===== src/rtl/lsu_ctrl.sv =====
// Load/store control stage: accepts one memory request, checks alignment, runs the
// read or write bus master until completion or timeout, then emits a one-cycle response.
module lsu_ctrl #(
    parameter int unsigned TIMEOUT_CYCLES = 255
) (
    input  logic        ACLK,
    input  logic        ARESETn,
    input  logic        req_valid,
    output logic        req_ready,
    input  logic        req_wen,
    input  logic [63:0] req_addr,
    input  logic [63:0] req_wdata,
    input  logic [1:0]  req_size,
    input  logic        req_unsigned,
    output logic        rsp_valid,
    output logic [63:0] rsp_rdata,
    output logic        rsp_err,
    output logic        mr_en,
    output logic [63:0] mr_addr,
    input  logic        mr_valid,
    input  logic [63:0] mr_rdata,
    output logic        mw_en,
    output logic [63:0] mw_addr,
    output logic [63:0] mw_wdata,
    output logic [3:0]  mw_wmask,
    input  logic        mw_finish
);

    typedef enum logic [1:0] {StIdle, StRead, StWrite, StResp} state_e;

    state_e      state;
    logic [1:0]  size_q;
    logic [2:0]  off_q;
    logic        uns_q;
    logic [31:0] cnt;

    logic        misaligned;
    logic [3:0]  wmask_dec;
    logic        timeout_hit;
    logic [63:0] lane;
    logic [63:0] load_ext;

    always_comb begin
        misaligned = 1'b0;
        case (req_size)
            2'd1:    misaligned = req_addr[0];
            2'd2:    misaligned = |req_addr[1:0];
            2'd3:    misaligned = |req_addr[2:0];
            default: misaligned = 1'b0;
        endcase
    end

    assign wmask_dec   = 4'b0001 << req_size;
    assign timeout_hit = (TIMEOUT_CYCLES != 0) && (cnt == TIMEOUT_CYCLES);
    assign lane        = mr_rdata >> {off_q, 3'b000};

    always_comb begin
        load_ext = lane;
        case (size_q)
            2'd0:    load_ext = uns_q ? {56'b0, lane[7:0]}  : {{56{lane[7]}}, lane[7:0]};
            2'd1:    load_ext = uns_q ? {48'b0, lane[15:0]} : {{48{lane[15]}}, lane[15:0]};
            2'd2:    load_ext = uns_q ? {32'b0, lane[31:0]} : {{32{lane[31]}}, lane[31:0]};
            default: load_ext = lane;
        endcase
    end

    // All outputs are registered; bus-side address/data are cleared whenever the enable drops.
    always_ff @(posedge ACLK or negedge ARESETn) begin
        if (!ARESETn) begin
            state     <= StIdle;
            size_q    <= '0;
            off_q     <= '0;
            uns_q     <= 1'b0;
            cnt       <= '0;
            req_ready <= 1'b0;
            rsp_valid <= 1'b0;
            rsp_rdata <= '0;
            rsp_err   <= 1'b0;
            mr_en     <= 1'b0;
            mr_addr   <= '0;
            mw_en     <= 1'b0;
            mw_addr   <= '0;
            mw_wdata  <= '0;
            mw_wmask  <= '0;
        end else begin
            case (state)
                StIdle: begin
                    req_ready <= 1'b1;
                    rsp_valid <= 1'b0;
                    rsp_err   <= 1'b0;
                    rsp_rdata <= '0;
                    if (req_valid && req_ready) begin
                        req_ready <= 1'b0;
                        size_q    <= req_size;
                        off_q     <= req_addr[2:0];
                        uns_q     <= req_unsigned;
                        cnt       <= '0;
                        if (misaligned) begin
                            state     <= StResp;
                            rsp_valid <= 1'b1;
                            rsp_err   <= 1'b1;
                        end else if (req_wen) begin
                            state    <= StWrite;
                            mw_en    <= 1'b1;
                            mw_addr  <= req_addr;
                            mw_wdata <= req_wdata;
                            mw_wmask <= wmask_dec;
                        end else begin
                            state   <= StRead;
                            mr_en   <= 1'b1;
                            mr_addr <= {req_addr[63:3], 3'b000};
                        end
                    end
                end
                StRead: begin
                    cnt <= cnt + 32'd1;
                    // Completion takes priority over a timeout in the same cycle.
                    if (mr_valid || timeout_hit) begin
                        state     <= StResp;
                        rsp_valid <= 1'b1;
                        rsp_err   <= !mr_valid;
                        rsp_rdata <= mr_valid ? load_ext : 64'b0;
                        mr_en     <= 1'b0;
                        mr_addr   <= '0;
                    end
                end
                StWrite: begin
                    cnt <= cnt + 32'd1;
                    if (mw_finish || timeout_hit) begin
                        state     <= StResp;
                        rsp_valid <= 1'b1;
                        rsp_err   <= !mw_finish;
                        rsp_rdata <= '0;
                        mw_en     <= 1'b0;
                        mw_addr   <= '0;
                        mw_wdata  <= '0;
                        mw_wmask  <= '0;
                    end
                end
                default: begin
                    state     <= StIdle;
                    req_ready <= 1'b1;
                    rsp_valid <= 1'b0;
                    rsp_err   <= 1'b0;
                    rsp_rdata <= '0;
                end
            endcase
        end
    end

endmodule


===== config.mk =====
export PLATFORM = sky130hd
export DESIGN_NAME = lsu_ctrl
export DESIGN_NICKNAME = d
export VERILOG_FILES = /design/src/rtl/lsu_ctrl.sv
export SDC_FILE = /design/constraint.sdc
export NUM_CORES = 1
export LEC_CHECK = 0
export BUFFER_PORTS_ARGS = -buffer_cell sky130_fd_sc_hd__buf_4
export CORE_ASPECT_RATIO = 1.1
export CORE_MARGIN = 2
export CORE_UTILIZATION = 35
export CTS_CLUSTER_SIZE = 25
export DETAILED_ROUTE_END_ITERATION = 8
export HOLD_SLACK_MARGIN = 0.15
export PLACE_DENSITY = 0.61
export SYNTH_ARGS = -nofsm -noshare
export SYNTH_HDL_FRONTEND = slang
export SYNTH_SLANG_ARGS = --single-unit

===== constraint.sdc =====
create_clock -name ACLK -period 3.35 [get_ports ACLK]
set_clock_uncertainty 0.2 [all_clocks]
set_input_delay 0.335 -clock ACLK [delete_from_list [all_inputs] [get_ports ACLK]]
set_output_delay 0.335 -clock ACLK [all_outputs]
set_load 0.03 [all_outputs]

---- Word-level counts from Yosys, hierarchy flattened ----
Index checks and enable logic that the tools add are counted.
storage, ports and cells
  output and inout port bits .............. 265
  logic and storage cells ................. 106
  register bits after elaboration ......... 305
operators by class
  multiplexer cells ....................... 55
  shifts and indexed selects .............. 2
  reductions and logical operators ........ 19
  eq/ne operators ......................... 14
  add/subtract/negate cells ............... 1
operators by type and width
  operator                 count
  $mux W64                 16
  $pmux W64 S2             4
  $pmux W64 S3             1
  $pmux W32 S2             1
  $shr A64 B6 Y64          1
  $add A32 B1 Y32 const B  1
  $eq A32 B8 Y1 const B    1
  $mux W32                 1
  $mux W4                  4
  $mux W1                  15
  $ne A2 B2 Y1 const B     6
  $mux W2                  5
  $reduce_and A5 Y1        2
  $pmux W1 S3              3
  $eq A2 B2 Y1 const B     4
  $pmux W4 S2              1
  $eq A2 B1 Y1 const B     3
  $pmux W1 S2              3
  $pmux W2 S3              1
  $reduce_and A2 Y1        3
  $reduce_bool A2 Y1       3
  $logic_not A2 Y1         2
  $reduce_or A2 Y1         2
  $shl A1 B2 Y4 const A    1
  other kinds (5)          7

---- Depth between registers and ports, before layout ----
Gate-level depths: netlist (run 1).
  word-level depth ........................ 6
  depth in mapped cells ................... 10

---- Least setup slack after synthesis (run 1) ----
No wires, ideal clock.
  path kind ............................... reg2reg
  start point ............................. reg state[0]
  end point ............................... reg mw_addr[0]
  buffers on the path ..................... 3
  library setup time ...................... 0.120 ns
  period minus slack after synthesis ...... 2.525 ns
  data arrival time ....................... 2.205 ns
  stages on the path, launching flop included .. 10
  path slack .............................. 0.825 ns
  path through ............................ dfrtp_1 > inv_1 > ha_1 > clkbuf_2 > nand3_1 > o32ai_2 > buf_2 > clkbuf_1 > a21boi_0 > a31o_2
between the ends
  longest elaborated chain between the ends .. 3
RTL lines
  element                                                       line  source
  start: declaration                                            31    state_e state;
  start signal: assignment                                      70    state <= StIdle;
  start signal: assignment                                      99    state <= StResp;
  start signal: assignment                                      103   state <= StWrite;
  $eq A2 B2 Y1 or $logic_not A2 Y1 (tied branches)              86    case (state)
  $ne A2 B2 Y1 (no line) or $reduce_bool A2 Y1 (tied branches)  n/a
  $reduce_and A5 Y1 (no line)                                   n/a
  end signal: assignment                                        105   mw_addr <= req_addr;
  end: declaration                                              23    output logic [63:0] mw_addr,
Several ways; a longest one is shown, not always the timed one.
A chain may end at the register's enable or synchronous reset.

---- Worst setup path in the final report (run 1) ----
  start point ............................. reg off_q[0]
  end point ............................... reg rsp_rdata[38]
between the ends
  longest elaborated chain between the ends .. 6
RTL lines
  element                      line        source
  start: declaration           33          logic [2:0] off_q;
  start signal: assignment     95          off_q <= req_addr[2:0];
  $shr A64 B6 Y64 (*)          55          assign lane = mr_rdata >> {off_q, 3'b000};
  $mux W64 (on tied branches)  62, 60, 61
  $pmux W64 S3 (*)             59          case (size_q)
  $mux W64 (*)                 122         rsp_rdata <= mr_valid ? load_ext : 64'b0;
  $mux W64 (*)                 118         if (mr_valid || timeout_hit) begin
  $pmux W64 S2 (*)             86
  end signal: assignment       122
  end: declaration             16          output logic [63:0] rsp_rdata,
Every way passes the cells marked *; elsewhere a longest branch is shown, timed or not. The select of a mux whose other input is x is not followed.

==> out/results.tsv, run 1 <==
metric	value	unit
Post-synth EDFFs	0	
peak supply drop	0.641	mV
layout net count	2106	
share of post-route cells with drive strength above 1	41.0	%
ys async rst share	100	%
Final period util	87.4	%
PD cells	1050	mW/mm2
Setup CP Type	reg2reg	
first-pass GRT wire length	82100	um
Final Hold Fails	0	
Tot GR Track Use	22.9	%
die area	0.0459	mm2
RSZ-0062 raised after global routing	false	
Finished Layout Cells	2500	
top_reg_cell synth	dfrtp_1	
post-DP HPWL	37600	um
Worst-Margin Slew	783	ps
delay-heaviest family, CP	buffers and inverters	
Final setup viols	0	
WP data arrival	3150	ps
core area	0.0435	mm2
Root Buffer	clkbuf_16	
post-placement cell count	2288	
Bufs and invs on worst path	2	
DIE WIDTH	205	um
Leak	10.4	nW
Period minus WS final	2930	ps
min-delay worst type	in2async	
Worst path max stage delay	780	ps
crit-path max FO	40	
pin count of the biggest net entering global routing	132	
clock buffer depth	3	
synth warn	0	
1st-pass router iterations	5	
Mapped Area	0.0155	mm2
# rows	80	
slew margin rel.	47.8	%
vias in the first global route	13400	
DRC violations left	0	
register area	0.00756	mm2
grt total ovfl	0	
fill count	3837	
Max-cap violations	0	
drt first-iter violations	656	
Total Routed Length	54200	um
Area Growth Syn to Fin	43.6	%
drt via density	5.35	
initial antenna violation count	1	
Setup TNS Final	0	ps
chip height	225	um
Worst setup EP type	register	
wire per inst	21.7	um
Gate Count Post-Synth	1345	
post-layout util	51.1	%
syn_area_per_cell	11.5	um2
register area share after synthesis	48.8	%
fmax	341	MHz
Synth cell types	66	
Worst R2R Start	off_q[0]$_DFFE_PN0P_	
Worst Setup SP	off_q[0]$_DFFE_PN0P_	
CTS tree	done	
number of port buffers	462	
cts bufs inserted	36	
startpoint types	register	
H-tree levels	2	
slowest CP cell	dfrtp_4	
footprint of the multi-input gates	0.00732	mm2
via count	13400	
clock latency on the worst-skew pair	540	ps
reg2reg setup slack	420	ps
CP cell instances	mux2i_1 -> dlygate4sd3_1 -> nand2_1 -> a32oi_1 -> o221ai_2 -> buf_4 -> a32o_1	
fin. max-slew vios	0	
Ports	466	
status	finished, final reports clean	
post-synthesis register bit count	302	
Post-DRT Antenna Nets	0	
RD Place Congestion	0.900	
clock transition at the registers of the reported paths	60	ps
starting density of the core	35.6	%
Worst EP required	3570	ps
# clock sinks	302	
-- through the flow --
step | power [mW] | setup slack [ps] | hold slack, ps | instance area [um2]
floorplan | 14.7 | 825 | -161 | 15500
global placement | 19.0 | 575 | 147 | 19600
detailed placement | 19.2 | 559 | 159 | 19600
CTS | 23.5 | 422 | 152 | 22200
global route | 24.6 | 261 | 190 | 22200
finish | 23.3 | 421 | 169 | 22200
-- cell usage after synthesis, types with 7 or more instances --
cell,instances,area (um2)
nand2b_1,8,50.1
mux4_2,22,495
buf_2,21,105
mux2_2,24,270
a21oi_1,19,95.1
and2_1,10,62.6
inv_1,14,52.6
xnor2_1,18,158
buf_1,11,41.3
mux2i_1,39,390
mux2_4,60,901
a32o_1,32,320
a22o_1,32,280
o21ai_0,44,220
nand4_1,7,43.8
and3_1,7,43.8
o22a_1,8,70.1
dfrtp_1,302,7560
o211ai_1,12,90.1
nor4_1,16,100
a21boi_0,128,961
a31o_2,118,1030
nor2_1,57,214
nand3_1,20,100
nor3_1,11,55.1
clkbuf_1,89,334
nor2b_1,69,432
a31o_1,10,87.6
nand2_1,55,206
-- routing by layer --
metal	global-route usage (%)	share of wire (%)	up-vias	wire length [um]
li1	-	-	6115	-
met1	29.5	41	6589	22300
met2	37.5	48	558	26100
met3	5.20	7.1	103	3830
met4	8.72	3.6	0	1980
met5	0	0	-	0
-- cell families after synthesis --
group                      share of synthesized area (%)
buffers and inverters                               4.18
muxes                                               13.3
xor gates and xnor gates                            1.30
DFF                                                 48.8
adders and majority gates                          0.404
other                                             0.0242
and+or+nand+nor                                     9.63
AOI/OAI and AO/OA                                   22.4
-- cell type report --
type	count	share of cell area (%)
sequential	302	34.0
multi-input combinational	897	32.9
timing repair buffer	648	24.2
clock buffer	52	4.55
tap	574	3.23
clock inverter	11	0.793
inverter	15	0.264
antenna	1	0.0113
-- cells in the final DEF (no fill, tap or decap), drive strengths merged, types with 6 or more instances in the layout --
cell type,instances
buf,500
dfrtp,302
dlygate4sd3,148
a21boi,129
a31o,128
mux2,84
nor2b,69
nor2,57
nand2,55
clkbuf,52
o21ai,46
mux2i,39
a32o,32
a22o,32
mux4,22
nand3,20
a21oi,19
xnor2,18
nor4,17
inv,16
and2,13
o211ai,12
nor3,12
nand2b,8
o22a,8
nand4,7
and3,7
and4,6
a31oi,6
-- registers in the layout (all words and copies together), names as in the netlist, 3 cells and up --
signal,count
cnt,32
mr_addr,61
mw_addr,64
mw_wdata,64
mw_wmask,4
off_q,3
rsp_rdata,64
-- repair_timing --
action                                  in CTS  in global routing
buffers inserted                             0                  0
resized for setup                            0                  0
endpoints found under the setup margin       0                  0
endpoints found under the hold margin      469                  0
hold buffers                               148                  0
-- final timing paths --
check | cells past startpoint | to
setup reg to reg | 7 | rsp_rdata[38]$_DFFE_PN0P_
max in group asynchronous | 4 | mr_addr[33]$_DFFE_PN0P_
min in group ACLK | 4 | rsp_rdata[1]$_DFFE_PN0P_
hold / removal | 2 | rsp_rdata[43]$_DFFE_PN0P_
setup / recovery | 7 | rsp_rdata[38]$_DFFE_PN0P_
hold reg to reg | 1 | mw_wmask[3]$_DFFE_PN0P_
-- where the power goes --
part | total, mW | internal [mW] | switching, mW
sequential | 6.09 | 5.07 | 1.01
clock | 4.01 | 2.41 | 1.59
combinational | 13.3 | 5.57 | 7.68
(Power assumes the default switching activity.)
==> run 2: changes to the inputs <==
==> constraint.sdc (replaced) <==
create_clock -name ACLK -period 3.6 [get_ports ACLK]
set_clock_uncertainty 0.2 [all_clocks]
set_input_delay 0.72 -clock ACLK [delete_from_list [all_inputs] [get_ports ACLK]]
set_output_delay 0.72 -clock ACLK [all_outputs]
set_load 0.03 [all_outputs]
==> out/results.tsv, run 2 (synthesis results as in run 1) <==
metric	value	unit
Area Growth Syn to Fin	34.1	%
Period minus WS final	3000	ps
# clock sinks	302	
switching power	9.52	mW
initial antenna violation count	7	
clock buffer depth	3	
status	finished, final reports clean	
peak supply drop	0.751	mV
first-pass GRT wire length	79900	um
Hold WS	204	ps
Setup CP Type	reg2reg	
Ports	466	
Tot GR Track Use	22.5	%
combinational share of power	56.2	%
fmax	333	MHz
Final period util	83.4	%
Setup TNS Final	0	ps
pin count of the biggest net entering global routing	130	
Worst setup EP type	register	
Root Buffer	clkbuf_16	
RD Place Congestion	0.910	
most frequent cells in the layout	buf_4, dfrtp_1, a21boi_0, a31o_2, nor2b_1	
fill count	3948	
Regs by FF count	mw_addr (64), mw_wdata (64), rsp_rdata (64)	
cts bufs inserted	36	
starting density of the core	35.6	%
startpoint types	register	
# rows	80	
Max-cap violations	0	
drt via density	5.43	
via count	12800	
grt total ovfl	0	
number of port buffers	462	
DIE WIDTH	205	um
H-tree levels	2	
WP data arrival	3230	ps
worst r2r path cells	7	
Worst-Margin Slew	762	ps
slew margin rel.	49.2	%
CTS tree	done	
clock transition at the registers of the reported paths	60	ps
register area	0.00756	mm2
min-delay worst type	in2reg	
drt first-iter violations	719	
chip height	225	um
clock latency on the worst-skew pair	540	ps
post-DP HPWL	38000	um
Worst R2R End	mr_addr[39]$_DFFE_PN0P_	
sw frac	44.2	%
DRC violations left	0	
crit-path max FO	62	
fin. max-slew vios	0	
Post-DRT Antenna Nets	0	
Final Hold Fails	0	
layout net count	1965	
RSZ-0062 raised after global routing	false	
Post-CTS Resized	0	
Worst Setup EP	mr_addr[39]$_DFFE_PN0P_	
footprint of the multi-input gates	0.00732	mm2
Reg power frac	26.5	%
vias in the first global route	12900	
die area	0.0459	mm2
Leak	9.83	nW
Total Routed Length	53200	um
placed cell area	0.0196	mm2
Clock Power Share	17.3	%
Worst Setup SP	state[0]$_DFFE_PN0P_	
1st-pass router iterations	5	
Worst EP required	3830	ps
total power	21.5	mW
Worst R2R Start	state[0]$_DFFE_PN0P_	
Final setup viols	0	
core area	0.0435	mm2
share of post-route cells with drive strength above 1	44.8	%
wire per inst	22.5	um
commonest non-fill, non-tap cell in the layout	buf_4	
PD cells	1040	mW/mm2
internal power	12.0	mW
cell area after layout	0.0208	mm2
reg2reg setup slack	600	ps
run 2: changes by cell type in the layout (fill, tap and decap cells not counted), sizes merged:
cell         change
clkbuf           -1
buf              +6
clkinvlp         +1
bufinv           -1
diode            +5
clkinv           -1
dlygate4sd3    -147
run 2: final cells by class:
cell class	count	area share, %
well taps	574	3.46
inverters	15	0.283
multi-input cells	897	35.3
clock buffers	51	5.04
repair buffers	507	18.8
clock inverters	10	0.699
diodes	6	0.0723
flip-flops and latches	302	36.4
run 2: layer usage:
layer  vias up  part of all wire, %  track usage (%)
met5         -                0.030                0
met4         2                  4.5             11.6
met3       104                  7.8             5.36
met2       547                   47             35.0
met1      6348                   41             29.2
li1       5829                    -                -
run 2: how the worst min path moves through the flow:
stage | start | to | slack [ps] | cells past startpoint
3_5_place_dp | mw_wmask[3]$_DFFE_PN0P_ | mw_wmask[3]$_DFFE_PN0P_ | 270 | 1
6_report | req_wdata[4] | mw_wdata[4]$_DFFE_PN0P_ | 200 | 2
3_3_place_gp | mw_wmask[3]$_DFFE_PN0P_ | mw_wmask[3]$_DFFE_PN0P_ | 270 | 1
5_1_grt | req_unsigned | uns_q$_DFFE_PN0P_ | 190 | 2
2_1_floorplan | ARESETn | cnt[0]$_DFFE_PN0P_ | 220 | 0
4_1_cts | req_wdata[5] | mw_wdata[5]$_DFFE_PN0P_ | 170 | 2
run 2: repair_timing:
action | 4_1_cts | 5_1_grt
hold buffers | 1 | 0
setup buffers | 0 | 0
hold endpoints to repair | 74 | 0
setup endpoints to repair | 0 | 0
run 2: power by group through the flow:
stage / logic, mW / registers [mW] / clock network [mW]
floorplan: 5.85 / 7.80 / 0
global placement: 12.0 / 5.69 / 0
detailed placement: 12.2 / 5.72 / 0
CTS: 12.2 / 5.69 / 3.85
global route: 12.8 / 5.85 / 3.97
finish: 12.1 / 5.70 / 3.72
run 2: stage by stage:
stage                     setup WS [ps]  instances  utilization (%)
final                               597       2362             47.7
after global placement              717       2294             44.9
after global routing                406       2362             47.7
after detailed placement            619       2294             44.9
after CTS                           614       2356             47.7
after floorplan                    1080       1347                -
run 2: worst max-delay path, stage by stage (launching register included):
cell and delay, ps:
dfrtp_1 410, inv_1 100, ha_1 300, nand3_1 370
o32ai_1 640, o31ai_4 170, buf_12 270, mux2_4 360
